**config.mk**
```make
export PLATFORM = sky130hd
export DESIGN_NAME = pipe_reg_chain
export DESIGN_NICKNAME = d
export VERILOG_FILES = /design/src/rtl/pipe_reg_chain.sv
export SDC_FILE = /design/constraint.sdc
export NUM_CORES = 1
export LEC_CHECK = 0
export ABC_CLOCK_PERIOD_IN_PS = 9500
export CORE_ASPECT_RATIO = 1.1
export CORE_MARGIN = 2
export CORE_UTILIZATION = 49
export CTS_CLUSTER_SIZE = 16
export DETAILED_ROUTE_END_ITERATION = 7
export PLACE_DENSITY_LB_ADDON = 0.15
export SYNTH_ARGS = -nofsm -noshare
export SYNTH_HDL_FRONTEND = slang
export SYNTH_SLANG_ARGS = --single-unit
```
**constraint.sdc**
```tcl
create_clock -name clk -period 9.5 [get_ports clk]
set_input_delay 1.425 -clock clk [delete_from_list [all_inputs] [get_ports clk]]
set_output_delay 1.425 -clock clk [all_outputs]
set_load 0.01 [all_outputs]
```
**src/rtl/pipe_reg_chain.sv**
```systemverilog
// -----------------------------------------------------------------------------
// pipe_reg_chain
//   Parametrised chain of inter-stage pipeline registers. Each stage holds a
//   valid bit and a WIDTH-bit payload. Per-stage stall/flush controls are
//   combined with back-pressure from the consumer (a hold chain) and with
//   automatic bubble insertion below a held stage. Two saturating perf
//   counters track hold cycles at the entry and valid entries killed by flush.
//
//   Stage 0 is the youngest (fed by in_*), stage STAGES-1 the oldest (out_*).
//
// Ports
//   clk          clock, all state updates on posedge
//   rst          synchronous active-high reset
//   in_valid     new entry offered to stage 0
//   in_data      payload for stage 0
//   in_ready     stage 0 accepts this cycle (= ~hold[0])
//   stall        stall[k]: register k keeps its contents
//   flush        flush[k]: register k becomes a bubble next cycle
//   out_ready    consumer accepts the oldest stage
//   out_valid    valid bit of stage STAGES-1
//   out_data     payload of stage STAGES-1
//   stage_valid  valid bit of every stage
//   stage_data   payload of every stage, stage k at [k*WIDTH +: WIDTH]
//   occupancy    number of valid stages (combinational)
//   stall_cnt    saturating count of cycles with hold[0]=1
//   flush_cnt    saturating count of valid entries killed by flush
// -----------------------------------------------------------------------------
module pipe_reg_chain #(
  parameter int STAGES     = 4,
  parameter int WIDTH      = 32,
  parameter bit CLEAR_DATA = 1'b1,
  parameter int CNT_W      = 16
) (
  input  logic                         clk,
  input  logic                         rst,
  input  logic                         in_valid,
  input  logic [WIDTH-1:0]             in_data,
  output logic                         in_ready,
  input  logic [STAGES-1:0]            stall,
  input  logic [STAGES-1:0]            flush,
  input  logic                         out_ready,
  output logic                         out_valid,
  output logic [WIDTH-1:0]             out_data,
  output logic [STAGES-1:0]            stage_valid,
  output logic [STAGES*WIDTH-1:0]      stage_data,
  output logic [$clog2(STAGES+1)-1:0]  occupancy,
  output logic [CNT_W-1:0]             stall_cnt,
  output logic [CNT_W-1:0]             flush_cnt
);

  localparam int OCC_W = $clog2(STAGES + 1);
  localparam int SUM_W = CNT_W + OCC_W;

  logic [STAGES-1:0] validQ;
  logic [WIDTH-1:0]  dataQ [STAGES];

  logic [STAGES-1:0] hold;       // hold[k]: stage k keeps its contents
  logic [STAGES-1:0] holdUp;     // holdUp[k]: stage k-1 is frozen (0 for stage 0)
  logic [STAGES-1:0] srcValid;   // what stage k loads when it advances
  logic [WIDTH-1:0]  srcData [STAGES];

  logic [CNT_W-1:0]  stallCntQ;
  logic [CNT_W-1:0]  flushCntQ;
  logic [OCC_W-1:0]  occCount;
  logic [OCC_W-1:0]  flushHits;
  logic [SUM_W-1:0]  flushSum;

  // Hold propagates from the oldest stage towards the youngest: a stage that
  // cannot move forces everything behind it to stay put as well.
  // NOTE: every signal written in always_comb gets a default first, so no
  // path through the block can leave it unassigned and infer a latch.
  always_comb begin
    hold = '0;
    hold[STAGES-1] = stall[STAGES-1] | (validQ[STAGES-1] & ~out_ready);
    for (int k = STAGES - 2; k >= 0; k--) begin
      hold[k] = stall[k] | hold[k+1];
    end
  end

  always_comb begin
    holdUp      = {hold[STAGES-2:0], 1'b0};
    srcValid    = {validQ[STAGES-2:0], in_valid};
    srcData[0]  = in_data;
    for (int k = 1; k < STAGES; k++) begin
      srcData[k] = dataQ[k-1];
    end
  end

  always_comb begin
    occCount  = '0;
    flushHits = '0;
    for (int k = 0; k < STAGES; k++) begin
      occCount  = occCount  + OCC_W'(validQ[k]);
      flushHits = flushHits + OCC_W'(validQ[k] & flush[k]);
    end
    flushSum = SUM_W'(flushCntQ) + SUM_W'(flushHits);
  end

  // Stage registers. Priority per stage: flush > hold > bubble > load.
  // NOTE: sequential state is assigned only with non-blocking (<=) so every
  // stage samples its neighbour's pre-edge value, giving a true shift.
  always_ff @(posedge clk) begin
    if (rst) begin
      validQ <= '0;
      // NOTE: the payload registers are reset too, because stage_data is
      // architecturally visible and must read zero after reset.
      for (int k = 0; k < STAGES; k++) begin
        dataQ[k] <= '0;
      end
    end else begin
      for (int k = 0; k < STAGES; k++) begin
        if (flush[k]) begin
          validQ[k] <= 1'b0;
          if (CLEAR_DATA) dataQ[k] <= '0;
        end else if (hold[k]) begin
          validQ[k] <= validQ[k];
        end else if (holdUp[k]) begin
          // Upstream is frozen: advance our contents away, take a bubble.
          validQ[k] <= 1'b0;
          if (CLEAR_DATA) dataQ[k] <= '0;
        end else begin
          validQ[k] <= srcValid[k];
          dataQ[k]  <= srcData[k];
        end
      end
    end
  end

  // Saturating perf counters.
  always_ff @(posedge clk) begin
    if (rst) begin
      stallCntQ <= '0;
      flushCntQ <= '0;
    end else begin
      if (hold[0] && (stallCntQ != {CNT_W{1'b1}})) begin
        stallCntQ <= stallCntQ + 1'b1;
      end
      if (flushSum > SUM_W'({CNT_W{1'b1}})) begin
        flushCntQ <= {CNT_W{1'b1}};
      end else begin
        flushCntQ <= flushSum[CNT_W-1:0];
      end
    end
  end

  for (genvar g = 0; g < STAGES; g++) begin : g_pack
    assign stage_data[g*WIDTH +: WIDTH] = dataQ[g];
  end

  assign in_ready    = ~hold[0];
  assign out_valid   = validQ[STAGES-1];
  assign out_data    = dataQ[STAGES-1];
  assign stage_valid = validQ;
  assign occupancy   = occCount;
  assign stall_cnt   = stallCntQ;
  assign flush_cnt   = flushCntQ;

endmodule
```
==> results of run 1 <==
cells by family (layout without fill, tap and decap cells):
kind of cell,Yosys count,after routing
AO/OA/AOI/OAI,54,54
XOR/XNOR,7,7
adder cells (fa/ha/maj),8,8
buffers and inverters,73,295
flip-flops,164,164
multiplexers,6,6
AND/OR/NAND/NOR,216,216
flip-flops by register name, summed over array words and instances (netlist names):
register     cells
dataQ          128
flush_cnt       16
stage_valid      4
stall_cnt       16
metrics by stage:
step	std cells	util	hold WS, ps
after floorplan	528	-	504.3
after global placement	906	0.6737	479.0
after detailed placement	906	0.6737	486.5
after CTS	938	0.7191	495.5
after global routing	938	0.7191	548.7
final	938	0.7191	515.9
synthesized netlist by cell type, types with 4 or more instances:
library cell  instances
and4_1                7
nand2_1              12
or3_1                 4
buf_4                34
a21oi_1              23
and3_1               35
o31ai_1              12
xor2_1                5
nor2b_1               4
inv_1                12
edfxtp_1            128
nand3_1               8
nor2_1               12
dfxtp_1              36
o21ai_0               8
ha_1                  4
nand4_1               8
buf_2                 7
or4_1                12
fa_1                  4
clkbuf_1             13
and2_1               98
worst min-delay path, cell delays in order, from the launching register on:
cell and delay [ps]:
dfxtp_1 330, o31ai_1 80, a21oi_1 60
cell type report:
type                    instances  area, um2
repair buffers                251       2495
fillers                      1019       3891
inverters                      12      45.04
multi-input cells             291       1992
clock buffers                  17      425.4
clock inverters                15      202.7
well taps                     188      235.2
flip-flops and latches        164       4564
how the worst max path moves through the flow:
stage	end	cells past startpoint
final	in_ready	5
after floorplan	dataQ[1][0]	3
after global placement	in_ready	5
after CTS	in_ready	5
after detailed placement	in_ready	5
after global routing	in_ready	5
power by group:
group	internal [W]	switching, W	leakage [nW]
registers	0.000799	0.0000161	1.75
clock network	0.000443	0.000279	0.300
logic	0.0000743	0.0000561	1.75
total	0.00132	0.000351	3.79
per-layer routing:
| metal | global-route usage | part of all wire |
|---|---|---|
| met1 | 0.2518 | 0.41 |
| met2 | 0.3505 | 0.48 |
| met3 | 0.06782 | 0.087 |
| met4 | 0.1006 | 0.026 |
| met5 | 0 | 0 |
==> flow_metrics.tcl, run 1 <==
set metrics [dict create \
    initialDrtViolationCount 322 \
    synthAdderAreaFrac 0.01871 \
    period_share 0.5174 \
    antenna_found_initial 0 \
    yosysTopAreaCell "edfxtp_1" \
    r2r-start "stage_valid[0]" \
    rsz0062_at_grt "false" \
    drive_above_1_share 0.07200 \
    yosysUniqueCellTypes 48 \
    path_buf_inv 3 \
    synth_ff_type "edfxtp_1" \
    crit_fanout 65 \
    path_delay_family "buffers and inverters" \
    start_kind "input pin" \
    antenna_cells 0 \
    synth-simple-area-share 0.1964 \
    cellPowerDensity_mw_per_mm2 167.4 \
    leakagePower_nw 3.793 \
    totalPowerFinal_w 0.001667 \
    yosysWarnings 0 \
    place_area_mm2 0.009331 \
    hp-start "stall_cnt[14]" \
    layout_common_cells "244 x clkdlybuf4s50_1, 128 x edfxtp_1, 98 x and2_1" \
    worstHoldEndpoint "stall_cnt[14]" \
    hold_path.class "reg -> reg" \
    grt_overflow 0 \
    max_freq_mhz 203.4 \
    row_count 45 \
    seq_area_frac_synth 0.6561 \
    syn2layout_area_growth_pct 43.17 \
    clock_skew_ps 7.120 \
    grt_pass1_wl_um 24740 \
    die_x_um 117.6 \
    gp_congestion 0.8123 \
    status "complete, no violations" \
    grtUsageTotal 0.2111 \
    synth_xor_area_frac 0.008813 \
    drt-total-wl_um 15940 \
    synth_top_family_by_area "simple AND/OR/NAND/NOR gates" \
    die_y_um 129.0 \
    portBuffers 244 \
    reg2reg_depth 8 \
    cts_resized 0 \
    r2r_slack_ps 6550 \
    synth_top_area_frac 0.5525 \
    cts_made_buffers 17 \
    synth_compound_gate_area_share 0.04838 \
    max_slew_margin 0.2740 \
    wl_per_cell_um 16.99 \
    synth-edff-count 128 \
    finalInstanceArea_mm2 0.009960 \
    syn_inst 528 \
    dp_slack_ps 4594 \
    syn-num-nets 580 \
    tritoncts "yes" \
    cp_slowest_stage_delay_ps 640 \
    h-tree-depth 4 \
    worst_slack_ps 4585 \
    slew_violations 0 \
    cp-startpoint "out_ready" \
    end_kind "primary output" \
    path_class "in -> out" \
    layout_commonest_cell "clkdlybuf4s50_1" \
    cts-root-buf "clkbuf_16" \
    clk_latency_ps 420 \
    min_period_ps 4915 \
    muxShareOfSynthArea 0.009173 \
    core_region_area_mm2 0.01385 \
    crit_chain "clkdlybuf4s50_1 > and2b_1 > nor4b_4 > buf_4 > clkdlybuf4s50_1" \
    setup_violations 0 \
    synth-async-reset-ratio 0 \
    tightest_slew_ps 1088 \
    arrival_ps 3490 \
    hpwl_um 11620 \
    nets 789 \
    grt_max_degree 66 \
    r2r_end "flush_cnt[7]" \
    peakVddDrop_mv 0.1060 \
    post_cts_buffers 0 \
    holdBufCountCts 0 \
    cpMaxStageDelayCell "clkdlybuf4s50_1" \
    synth_area_leaders "edfxtp_1 55%, dfxtp_1 10%, and2_1 8.8%" \
    grt_pass1_vias 4684 \
    ant_nets 0 \
    clk_pin_slew_ps 70 \
    ioPinCount 245 \
    drc 0 \
    cap_violations 0 \
    ys_ff_latch 164 \
    fin_tns_setup_ps 0 \
    hold_depth 2 \
    postSynthAreaPerCell_um2 13.18 \
    hold_viol_final 0 \
    cts_buffer_depth 2 \
    netlist_area_mm2 0.006957 \
    cts.sinks 164 \
    dr.pass1.iters 5 \
    viasPerCell 5.139 \
    via_count 4820 \
    crit_top_cell "clkdlybuf4s50_1" \
    dieArea_mm2 0.01517 \
    start_util 0.5023 \
    crit_required_ps 8080 \
]
No activity file was read; power rests on OpenSTA's default activity.
==> run 2, diff against run 1 <==
--- a/config.mk
+++ b/config.mk
@@ -5,10 +5,10 @@
 export SDC_FILE = /design/constraint.sdc
 export NUM_CORES = 1
 export LEC_CHECK = 0
-export ABC_CLOCK_PERIOD_IN_PS = 9500
+export ABC_CLOCK_PERIOD_IN_PS = 4500
 export CORE_ASPECT_RATIO = 1.1
 export CORE_MARGIN = 2
-export CORE_UTILIZATION = 49
+export CORE_UTILIZATION = 41
 export CTS_CLUSTER_SIZE = 16
 export DETAILED_ROUTE_END_ITERATION = 7
 export PLACE_DENSITY_LB_ADDON = 0.15
==> constraint.sdc (replaced) <==
create_clock -name clk -period 4.5 [get_ports clk]
set_input_delay 0.675 -clock clk [delete_from_list [all_inputs] [get_ports clk]]
set_output_delay 0.675 -clock clk [all_outputs]
set_load 0.01 [all_outputs]
==> flow_metrics.tcl, run 2 (same netlist as run 1, synthesis figures left out) <==
set metrics [dict create \
    fill_cells 1332 \
    die_x_um 128.2 \
    cts_resized 0 \
    period_share 0.7587 \
    wl_per_cell_um 17.87 \
    start_util 0.4218 \
    path_class "in -> reg" \
    slew_violations 0 \
    fin_tns_setup_ps 0 \
    min_period_ps 3414 \
    clk_latency_ps 420 \
    ioPinCount 245 \
    gp_congestion 0.8490 \
    grt_max_degree 38 \
    cts-root-buf "clkbuf_16" \
    cts_made_buffers 17 \
    dr.pass1.iters 4 \
    cts_buffer_depth 2 \
    via_count 4839 \
    start_kind "input pin" \
    arrival_ps 3740 \
    cp-startpoint "flush[0]" \
    r2r-start "stage_valid[2]" \
    cts.sinks 164 \
    peakVddDrop_mv 0.2356 \
    setup_violations 0 \
    leakagePower_nw 3.767 \
    cellPowerDensity_mw_per_mm2 333.6 \
    crit_required_ps 4820 \
    endpoint "flush_cnt[2]" \
    holdBufCountCts 0 \
    antenna_found_initial 3 \
    pwr-share-clk 0.396 \
    die_y_um 140.6 \
    viasPerCell 5.062 \
    row_count 49 \
    drive_above_1_share 0.06667 \
    max_freq_mhz 292.9 \
    grt_pass1_vias 4769 \
    hpwl_um 12430 \
    p_comb_frac 0.085 \
    post_cts_buffers 0 \
    dp.cells 924 \
    nets 791 \
    drc 0 \
    grtUsageTotal 0.1886 \
    h-tree-depth 4 \
    status "complete, no violations" \
    grt_overflow 0 \
    portBuffers 244 \
    grt_pass1_wl_um 25990 \
    hold_path.class "reg -> reg" \
    largest_reg_flops 128 \
    crit_fanout 12 \
    r2r_end "flush_cnt[2]" \
    drt-total-wl_um 17080 \
    dieArea_mm2 0.01803 \
    hold_viol_final 0 \
    max_slew_margin 0.2466 \
    internal_power_w 0.002595 \
    reg2reg_depth 8 \
    tightest_slew_ps 1126 \
    cap_violations 0 \
    syn2layout_area_growth_pct 42.57 \
    clk_pin_slew_ps 60 \
    rsz0062_at_grt "false" \
    initialDrtViolationCount 227 \
    p_switching_w 0.0007133 \
    r2r_slack_ps 1490 \
    end_kind "flop" \
    layout_common_cells "244 x clkdlybuf4s50_1, 128 x edfxtp_1, 98 x and2_1" \
    top_register "dataQ" \
    clock_skew_ps 9.959 \
    seq_area_mm2 0.004564 \
    layout_commonest_cell "clkdlybuf4s50_1" \
    ant_nets 0 \
    tritoncts "yes" \
    p_sw_frac 0.2156 \
    core_region_area_mm2 0.01649 \
    multi_input_area_mm2 0.002004 \
    layoutNonFillerInstCount 956 \
    p_seq_frac 0.519 \
]
[run 2: changes by cell type in the layout (fill, tap and decap cells not counted), sizes merged]
cell / delta
buf: +2
clkinvlp: -1
diode: +2
bufinv: -3
clkbuf: +3
clkinv: +3
inv: -4
[run 2: metrics by stage]
stage	setup WS [ps]	hold WS, ps	cell area (um2)	power (W)	util
4_1_cts	1108	492.2	9913	0.003340	0.6011
2_1_floorplan	462.8	504.3	6957	0.001841	-
3_5_place_dp	656.5	483.8	9392	0.002036	0.5695
6_report	1086	495.7	9918	0.003309	0.6014
3_3_place_gp	761.1	474.8	9392	0.002032	0.5695
5_1_grt	992.5	523.7	9916	0.003420	0.6012
[run 2: worst min path at each step]
| stage | depth (start not counted) | to | start | slack, ps |
|---|---|---|---|---|
| after global placement | 2 | stall_cnt[14] | stall_cnt[14] | 470 |
| after floorplan | 2 | stall_cnt[14] | stall_cnt[14] | 500 |
| after CTS | 2 | stall_cnt[14] | stall_cnt[14] | 490 |
| after global routing | 2 | stall_cnt[14] | stall_cnt[14] | 520 |
| after detailed placement | 2 | stall_cnt[14] | stall_cnt[14] | 480 |
| final | 2 | stall_cnt[14] | stall_cnt[14] | 500 |
[run 2: layout make-up]
type | count | area share
Inverter | 12 | 0.004541
Clock inverter | 10 | 0.008578
Tap cell | 204 | 0.02573
Multi-Input combinational cell | 291 | 0.2021
Sequential cell | 164 | 0.4602
Clock buffer | 20 | 0.04403
Antenna cell | 2 | 0.0005046
Timing Repair Buffer | 253 | 0.2543
[run 2: worst max-delay path: stages]
cell             delay (ps)
clkdlybuf4s50_1         580
nand2_1                 110
fa_1                    490
fa_1                    460
inv_1                    90
fa_1                    250
nand4_1                 220
or4_4                   660
a21oi_1                 190
[run 2: power by group through the flow]
stage,sequential (W),combinational [W],clock [W]
3_3_place_gp,0.00175,0.000282,0
5_1_grt,0.00173,0.000297,0.00140
3_5_place_dp,0.00175,0.000284,0
4_1_cts,0.00172,0.000285,0.00134
2_1_floorplan,0.00177,0.0000663,0
6_report,0.00172,0.000281,0.00131
[run 2: layer usage]
| layer | share of wire | vias to the layer above | wire, um | track usage |
|---|---|---|---|---|
| li1 | - | 2301 | - | - |
| met1 | 0.43 | 2325 | 7382 | 0.2394 |
| met2 | 0.49 | 191 | 8323 | 0.3049 |
| met3 | 0.063 | 22 | 1074 | 0.05503 |
| met4 | 0.018 | 0 | 300 | 0.07403 |
| met5 | 0 | - | 0 | 0 |
==> run 3, diff against run 2 <==
--- a/config.mk
+++ b/config.mk
@@ -5,10 +5,10 @@
 export SDC_FILE = /design/constraint.sdc
 export NUM_CORES = 1
 export LEC_CHECK = 0
-export ABC_CLOCK_PERIOD_IN_PS = 4500
+export ABC_CLOCK_PERIOD_IN_PS = 3200
 export CORE_ASPECT_RATIO = 1.1
 export CORE_MARGIN = 2
-export CORE_UTILIZATION = 41
+export CORE_UTILIZATION = 45
 export CTS_CLUSTER_SIZE = 16
 export DETAILED_ROUTE_END_ITERATION = 7
 export PLACE_DENSITY_LB_ADDON = 0.15
==> constraint.sdc (replaced) <==
create_clock -name clk -period 3.2 [get_ports clk]
set_input_delay 0.48 -clock clk [delete_from_list [all_inputs] [get_ports clk]]
set_output_delay 0.48 -clock clk [all_outputs]
set_load 0.01 [all_outputs]
==> flow_metrics.tcl, run 3 (same netlist as run 1, synthesis figures left out) <==
set metrics [dict create \
    slew_violations 0 \
    cts_buffer_depth 2 \
    largest_reg_flops 128 \
    hold_depth 2 \
    hpwl_um 12000 \
    place_area_mm2 0.009443 \
    drive_above_1_share 0.08673 \
    cts_resized 0 \
    cts.sinks 164 \
    dr.pass1.iters 5 \
    cp_slowest_stage_delay_ps 540 \
    hold_path.class "reg -> reg" \
    seq_area_mm2 0.004564 \
    ioPinCount 245 \
    clk_latency_ps 430 \
    finalInstanceArea_mm2 0.01005 \
    min_period_ps 2962 \
    clk_pin_slew_ps 60 \
    dp_slack_ps -177.3 \
    portBuffers 244 \
    holdBufCountCts 0 \
    start_util 0.4603 \
    drt-total-wl_um 16240 \
    rsz0062_at_grt "false" \
    viasPerCell 5.052 \
    grt_overflow 0 \
    crit_chain "inv_1 > fa_1 > inv_1 > ha_1 > ha_1 > clkdlybuf4s50_1" \
    tightest_slew_ps 1039 \
    multi_input_area_mm2 0.001998 \
    wl_per_cell_um 16.97 \
    initialDrtViolationCount 373 \
    ant_nets 0 \
    gp_congestion 0.8219 \
    period_share 0.9256 \
    core_region_area_mm2 0.01511 \
    arrival_ps 2480 \
    path_buf_inv 3 \
    fill_cells 1123 \
    nets 800 \
    cap_violations 0 \
    reg2reg_depth 8 \
    status "complete, no violations" \
    top_register "dataQ" \
    clock_skew_ps 9.380 \
    syn2layout_area_growth_pct 44.44 \
    layout_common_cells "244 x clkdlybuf4s50_1, 128 x edfxtp_1, 98 x and2_1" \
    worst_slack_ps 238.2 \
    cts-root-buf "clkbuf_16" \
    r2r_end "flush_cnt[13]" \
    peakVddDrop_mv 0.3129 \
    cts_made_buffers 17 \
    start_kind "flop" \
    grt_pass1_wl_um 25010 \
    hp-start "stall_cnt[14]" \
    die_y_um 134.4 \
    row_count 47 \
    crit_required_ps 2720 \
    post_cts_buffers 0 \
    h-tree-depth 4 \
    grt_pass1_vias 4541 \
    max_slew_margin 0.3044 \
    path_delay_family "adder cells" \
    r2r-start "stage_valid[2]" \
    tritoncts "yes" \
    cpMaxStageDelayCell "fa_1" \
    drc 0 \
    end_kind "primary output" \
    max_freq_mhz 337.6 \
    hold_viol_final 0 \
    grt_max_degree 36 \
    crit_fanout 5 \
    setup_violations 0 \
    dieArea_mm2 0.01647 \
    die_x_um 122.6 \
    via_count 4835 \
    layout_commonest_cell "clkdlybuf4s50_1" \
    worstHoldEndpoint "stall_cnt[14]" \
    antenna_cells 0 \
    path_class "reg -> out" \
    cellPowerDensity_mw_per_mm2 486.5 \
    grtUsageTotal 0.2018 \
    r2r_slack_ps 400 \
    leakagePower_nw 3.844 \
    antenna_found_initial 0 \
]
run 3: cell count changes in the layout (fill, tap and decap cells not counted):
cell        change
bufinv_16       +2
clkinv_4        +3
clkinvlp_4      +1
clkinv_1        -2
buf_4           +9
nor3b_2         +1
inv_6           +1
nor3b_4         -1
clkbuf_1        -3
diode_2         -2
run 3: where the power goes:
part	switching [W]	internal [W]	total, W
Combinational	0.000168	0.000228	0.000396
Clock	0.000843	0.00123	0.00207
Sequential	0.0000495	0.00237	0.00242
run 3: worst max-delay path by stage:
stage                        start             end  slack (ps)  depth (start not counted)
floorplan                out_ready  stage_valid[1]         230                          4
global placement          flush[0]   flush_cnt[11]        -130                          9
detailed placement        flush[0]   flush_cnt[11]        -180                          9
CTS                 stage_valid[3]    occupancy[1]         210                          6
global route        stage_valid[3]    occupancy[1]         100                          6
finish              stage_valid[3]    occupancy[1]         240                          6
run 3: layout make-up:
type                    instances  area share
clock buffers                  17     0.04234
clock inverters                15     0.01793
inverters                      12    0.004483
multi-input cells             291      0.1989
flip-flops and latches        164      0.4542
well taps                     196     0.02441
repair buffers                262      0.2578
run 3: tightest hold or removal path: stages (launching register included):
cell and delay (ps):
dfxtp_1 330, o31ai_1 70, a21oi_1 60
run 3: layer usage:
layer	GRT usage	wire length (um)	share of wire
met5	0	0	0
met2	0.2994	7544	0.46
met3	0.05782	1236	0.076
met4	0.08557	397	0.024
met1	0.2778	7065	0.43
run 3: per-stage QoR:
stage	TNS, ps	hold slack [ps]	total power (W)	std cells	util
detailed placement	-2048	487.3	0.002866	925	0.6248
CTS	0	498.4	0.004923	957	0.6649
global placement	-1349	476.7	0.002859	925	0.6248
finish	0	500.3	0.004888	957	0.6649
global route	0	522.5	0.005044	957	0.6649
floorplan	0	504.3	0.002588	528	-
